File: config.mk
export PLATFORM = sky130hd
export DESIGN_NAME = input_port_controller
export DESIGN_NICKNAME = d
export VERILOG_FILES = /design/src/rtl/input_port_controller.sv
export SDC_FILE = /design/constraint.sdc
export NUM_CORES = 1
export LEC_CHECK = 0
export BUFFER_PORTS_ARGS = -buffer_cell sky130_fd_sc_hd__buf_2
export CAP_MARGIN = 10
export CORE_MARGIN = 3
export CORE_UTILIZATION = 25
export CTS_CLUSTER_DIAMETER = 100
export CTS_CLUSTER_SIZE = 20
export DETAILED_ROUTE_END_ITERATION = 12
export PLACE_DENSITY = 0.5
export SLEW_MARGIN = 5
export SYNTH_ARGS = -nofsm -noshare
export SYNTH_HDL_FRONTEND = slang
export SYNTH_SLANG_ARGS = --single-unit
File: constraint.sdc
create_clock -name clk -period 2.5 [get_ports clk]
set_input_delay 0.375 -clock clk [delete_from_list [all_inputs] [get_ports clk]]
set_output_delay 0.375 -clock clk [all_outputs]
set_load 0.01 [all_outputs]
File: src/rtl/input_port_controller.sv
// ---------------------------------------------------------------------------
// input_port_controller
//
// Turns the board's raw switches and bouncing "load" push-button into a
// one-word input register for the CPU. Pressing the button captures the
// switch byte. The word stays valid until the CPU acknowledges it.
// Overwriting an unread word raises a sticky overrun flag.
//
// Parameters
//   DEBOUNCE_CYCLES : clk cycles the button must stay at a new level before
//                     that level is accepted (must be <= 2**CNT_BITS)
//   CNT_BITS        : width of the debounce counter
//
// Ports
//   clk            in   1  single clock, everything updates on its rising edge
//   clr            in   1  synchronous active-low reset
//   switches_in    in   8  raw asynchronous board switches
//   button_load_in in   1  raw asynchronous bouncing load button, active-high
//   input_ack      in   1  CPU consumed-strobe, one cycle per read
//   input_out      out 32  latched input word, upper 24 bits always zero
//   input_en       out  1  high while input_out holds an unread word
//   overrun        out  1  sticky, set when an unread word is overwritten
// ---------------------------------------------------------------------------
module input_port_controller #(
    parameter int DEBOUNCE_CYCLES = 250000,
    parameter int CNT_BITS        = 18
) (
    input  logic        clk,
    input  logic        clr,
    input  logic [7:0]  switches_in,
    input  logic        button_load_in,
    input  logic        input_ack,
    output logic [31:0] input_out,
    output logic        input_en,
    output logic        overrun
);

    // Counter value at which the differing button level is accepted.
    localparam logic [CNT_BITS-1:0] CNT_LAST = CNT_BITS'(DEBOUNCE_CYCLES - 1);

    typedef enum logic [0:0] {
        ST_EMPTY = 1'b0,
        ST_FULL  = 1'b1
    } state_t;

    // Synchronizer stages
    logic [7:0]          sw_meta_r;
    logic [7:0]          sw_sync_r;
    logic                btn_meta_r;
    logic                btn_sync_r;

    // Debouncer
    logic                db_level_r;
    logic                db_level_d_r;
    logic [CNT_BITS-1:0] db_cnt_r;
    logic                db_level_s;
    logic [CNT_BITS-1:0] db_cnt_s;
    logic                load_evt_s;

    // Input register FSM and outputs
    state_t              state_r;
    state_t              state_s;
    logic [7:0]          word_r;
    logic [7:0]          word_s;
    logic                input_en_r;
    logic                input_en_s;
    logic                overrun_r;
    logic                overrun_s;

    // Two-flop synchronizers for the asynchronous switch and button inputs.
    always_ff @(posedge clk) begin
        if (!clr) begin
            sw_meta_r  <= 8'h00;
            sw_sync_r  <= 8'h00;
            btn_meta_r <= 1'b0;
            btn_sync_r <= 1'b0;
        end else begin
            sw_meta_r  <= switches_in;
            sw_sync_r  <= sw_meta_r;
            btn_meta_r <= button_load_in;
            btn_sync_r <= btn_meta_r;
        end
    end

    // Debounce next-state: count consecutive cycles the button disagrees
    // with the accepted level; any agreeing cycle restarts the count.
    always_comb begin
        db_level_s = db_level_r;
        db_cnt_s   = db_cnt_r;
        if (btn_sync_r == db_level_r) begin
            db_cnt_s = {CNT_BITS{1'b0}};
        end else if (db_cnt_r == CNT_LAST) begin
            db_level_s = ~db_level_r;
            db_cnt_s   = {CNT_BITS{1'b0}};
        end else begin
            db_cnt_s = db_cnt_r + CNT_BITS'(1);
        end
    end

    // Debounce state. db_level_d_r delays the level by one cycle so a rise
    // appears as a single-cycle event from registered signals only.
    always_ff @(posedge clk) begin
        if (!clr) begin
            db_level_r   <= 1'b0;
            db_level_d_r <= 1'b0;
            db_cnt_r     <= {CNT_BITS{1'b0}};
        end else begin
            db_level_r   <= db_level_s;
            db_level_d_r <= db_level_r;
            db_cnt_r     <= db_cnt_s;
        end
    end

    // Only the press (0->1) of the debounced button loads a word.
    assign load_evt_s = db_level_r & ~db_level_d_r;

    // FSM next-state and output next-values. A load always wins over an
    // acknowledge; a load into a full register without a matching ack
    // means the CPU never saw the old word.
    always_comb begin
        state_s   = state_r;
        word_s    = word_r;
        overrun_s = overrun_r;
        case (state_r)
            ST_EMPTY: begin
                if (load_evt_s) begin
                    word_s  = sw_sync_r;
                    state_s = ST_FULL;
                end else begin
                    state_s = ST_EMPTY;
                end
            end
            ST_FULL: begin
                if (load_evt_s) begin
                    word_s  = sw_sync_r;
                    state_s = ST_FULL;
                    if (!input_ack) begin
                        overrun_s = 1'b1;
                    end else begin
                        overrun_s = overrun_r;
                    end
                end else if (input_ack) begin
                    state_s = ST_EMPTY;
                end else begin
                    state_s = ST_FULL;
                end
            end
            default: begin
                state_s = ST_EMPTY;
            end
        endcase
        input_en_s = (state_s == ST_FULL);
    end

    // FSM state and registered outputs.
    always_ff @(posedge clk) begin
        if (!clr) begin
            state_r    <= ST_EMPTY;
            word_r     <= 8'h00;
            input_en_r <= 1'b0;
            overrun_r  <= 1'b0;
        end else begin
            state_r    <= state_s;
            word_r     <= word_s;
            input_en_r <= input_en_s;
            overrun_r  <= overrun_s;
        end
    end

    assign input_out = {24'h000000, word_r};
    assign input_en  = input_en_r;
    assign overrun   = overrun_r;

endmodule

==> impl_metrics.tcl <==
set metrics [dict create \
    dpl_worst_slack_ns 0.336 \
    cts_setup_buffers 0 \
    ios 46 \
    clockBufferDepth 2 \
    clock_latency_ns 0.29 \
    p_int_mw 0.983 \
    via_per_inst 3.85 \
    fin_crit_ns 2.16 \
    p_sw_frac 0.221 \
    hp-start "switches_in[5]" \
    synth_most_common_cell "dfxtp_1" \
    synth_edf_count 0 \
    tns_ns 0 \
    yosys_warnings 0 \
    cts_hold_buf 0 \
    grt_overflow_total 0 \
    rsz0062_at_grt "false" \
    first_iter_violations 55 \
    grt_max_degree 32 \
    htreeDepth 2 \
    core-area_mm2 0.00737 \
    clock-sinks 48 \
    antennaDiodeCount 0 \
    synth_cells 204 \
    io_buffers 21 \
    power_switching_mw 0.280 \
    root_buffer "clkbuf_8" \
    wl_per_cell_um 9.83 \
    start_util 0.261 \
    worstSetupEndpointType "register" \
    die-area_mm2 0.00879 \
    relSlewSlack 0.615 \
    cts_tree "yes" \
    grt_antenna_before_repair 0 \
    cts.reportedPaths.clkPinSlew_ns 0.09 \
    die_w_um 93.7 \
    arrival_ns 2.32 \
    fin_skew_ns 0.00845 \
    avgSynthCellArea_um2 9.43 \
    gr-usage-met3 0.0192 \
    r2r_slack_ns 0.34 \
    yosys_most_used_dff "dfxtp_1" \
    ys_async_sr_fraction 0 \
    busiest_layer "met2" \
    drt-total-wl_mm 3.19 \
    worst_pin_slew_ns 0.576 \
    instances_no_fill 325 \
    fillCellCount 819 \
    synth_common_cells "dfxtp_1 (48), buf_4 (24), nor2_1 (23)" \
    ant_nets 0 \
    worstHoldPathCells 2 \
    track_usage 0.0764 \
    grt_pass1_wl_mm 5.26 \
    fp-row-count 31 \
    post-route-period-util 0.865 \
    slew_violations 0 \
    grt_pass1_vias 1106 \
    p_seq_frac 0.619 \
    die_h_um 93.7 \
    power_density_mw_per_mm2 596 \
    max_cap_viol_count 0 \
    vias 1251 \
    required_ns 2.66 \
    comb_power_share 0.035 \
    synthTopCellsByArea "dfxtp_1 (50%), buf_4 (9.4%), xnor2_1 (6.4%)" \
    outcome "completed" \
    cp-start-kind "register" \
    setup_violations 0 \
    hold_path.class "input port to register" \
    syn_area_mm2 0.00192 \
    synth.distinct_cells 31 \
    dp_hpwl_mm 2.23 \
    place.gp.congestion 0.777 \
    cts_resized 0 \
    leakage_nw 0.791 \
    drc 0 \
    fmax_mhz 462 \
    synth_top_area_cell "dfxtp_1" \
    seq_area_frac_synth 0.499 \
    worstSetupPathType "register to register" \
    regArea_um2 961 \
    cp_max_fo 18 \
    hold_viol 0 \
    power_frac_clock 0.346 \
    multi_input_comb_area_um2 825 \
    whs_endpoint "sw_meta_r[5]$_SDFF_PN0_" \
    r2r_end "db_cnt_r[5]$_SDFF_PP0_" \
    use_met1 0.0947 \
    syn_to_final_growth_pct 10.1 \
    reg2reg_depth 4 \
    irDropWorstVdd_v 0.000204 \
    use_met2 0.120 \
    timing.hold.ws_ns 0.282 \
    dp_cells 318 \
    first_pass_iters 4 \
    drive_gt1_frac 0.146 \
    r2r-start "db_cnt_r[13]$_SDFF_PP0_" \
    nets 239 \
    cts_buffers 5 \
    finalWorstSetupSlack_ns 0.337 \
    synth_top_area_frac 0.499 \
    ys_ff_latch 48 \
]
-- through the flow --
stage / util / cell area, µm² / power (mW)
finish: 0.287 / 2120 / 1.26
global route: 0.287 / 2120 / 1.32
CTS: 0.287 / 2120 / 1.28
detailed placement: 0.276 / 2040 / 0.844
global placement: 0.276 / 2040 / 0.844
floorplan: - / 2010 / 0.860
-- routing by layer --
layer,up-vias,part of all wire
li1,658,-
met1,561,0.47
met2,28,0.47
met3,4,0.040
met4,0,0.020
met5,-,0
-- state kept, by name, summed over array words and instances (netlist names) --
signal and cells:
btn_meta_r 1, btn_sync_r 1, db_cnt_r 18, db_level_d_r 1, db_level_r 1, input_en 1
overrun 1, sw_meta_r 8, sw_sync_r 8, word_r 8
-- kinds of logic after synthesis --
group	after synthesis	synth area share
fa+ha+maj	1	0.00650
compound gates	15	0.0637
buf+inv	34	0.117
flops	48	0.499
simple gates	89	0.239
xor+xnor	16	0.0728
other cells	1	0.00195
-- cells in the final DEF (no fill, tap or decap), types with 5 or more instances in the layout --
cell type / instances
nand2_1: 20
nand3_1: 6
and2_1: 19
a21boi_0: 9
nor4_1: 5
conb_1: 24
dfxtp_1: 48
nor2_1: 23
buf_2: 21
clkbuf_8: 5
xnor2_1: 14
-- worst max path at each step --
| stage | to | start | slack, ns |
|---|---|---|---|
| floorplan | db_cnt_r[16]$_SDFF_PP0_ | db_cnt_r[13]$_SDFF_PP0_ | 0.55 |
| global placement | db_cnt_r[14]$_SDFF_PP0_ | db_cnt_r[13]$_SDFF_PP0_ | 0.39 |
| detailed placement | db_cnt_r[2]$_SDFF_PP0_ | db_cnt_r[13]$_SDFF_PP0_ | 0.34 |
| CTS | db_cnt_r[2]$_SDFF_PP0_ | db_cnt_r[13]$_SDFF_PP0_ | 0.32 |
| global route | db_cnt_r[3]$_SDFF_PP0_ | db_cnt_r[13]$_SDFF_PP0_ | 0.23 |
| finish | db_cnt_r[5]$_SDFF_PP0_ | db_cnt_r[13]$_SDFF_PP0_ | 0.34 |
-- area by class of cell --
class | count | share of cell area
Clock buffer | 5 | 0.0325
Clock inverter | 2 | 0.00591
Inverter | 4 | 0.00709
Multi-Input combinational cell | 145 | 0.389
Sequential cell | 48 | 0.454
Tap cell | 99 | 0.0585
Timing Repair Buffer | 22 | 0.0532
-- power by group through the flow --
| stage | Sequential [mW] | Combinational (mW) | Clock, mW |
|---|---|---|---|
| finish | 0.781 | 0.0446 | 0.437 |
| global placement | 0.799 | 0.0449 | 0 |
| CTS | 0.781 | 0.0447 | 0.453 |
| detailed placement | 0.799 | 0.0447 | 0 |
| global route | 0.782 | 0.0517 | 0.487 |
| floorplan | 0.798 | 0.0620 | 0 |
-- critical path, stage by stage, from the launching register on --
cell and delay [ns]:
dfxtp_1 0.37, or4_1 0.54, or4_4 0.55, o211ai_4 0.46, nor2_1 0.10
No activity file was read; power rests on OpenSTA's default activity.
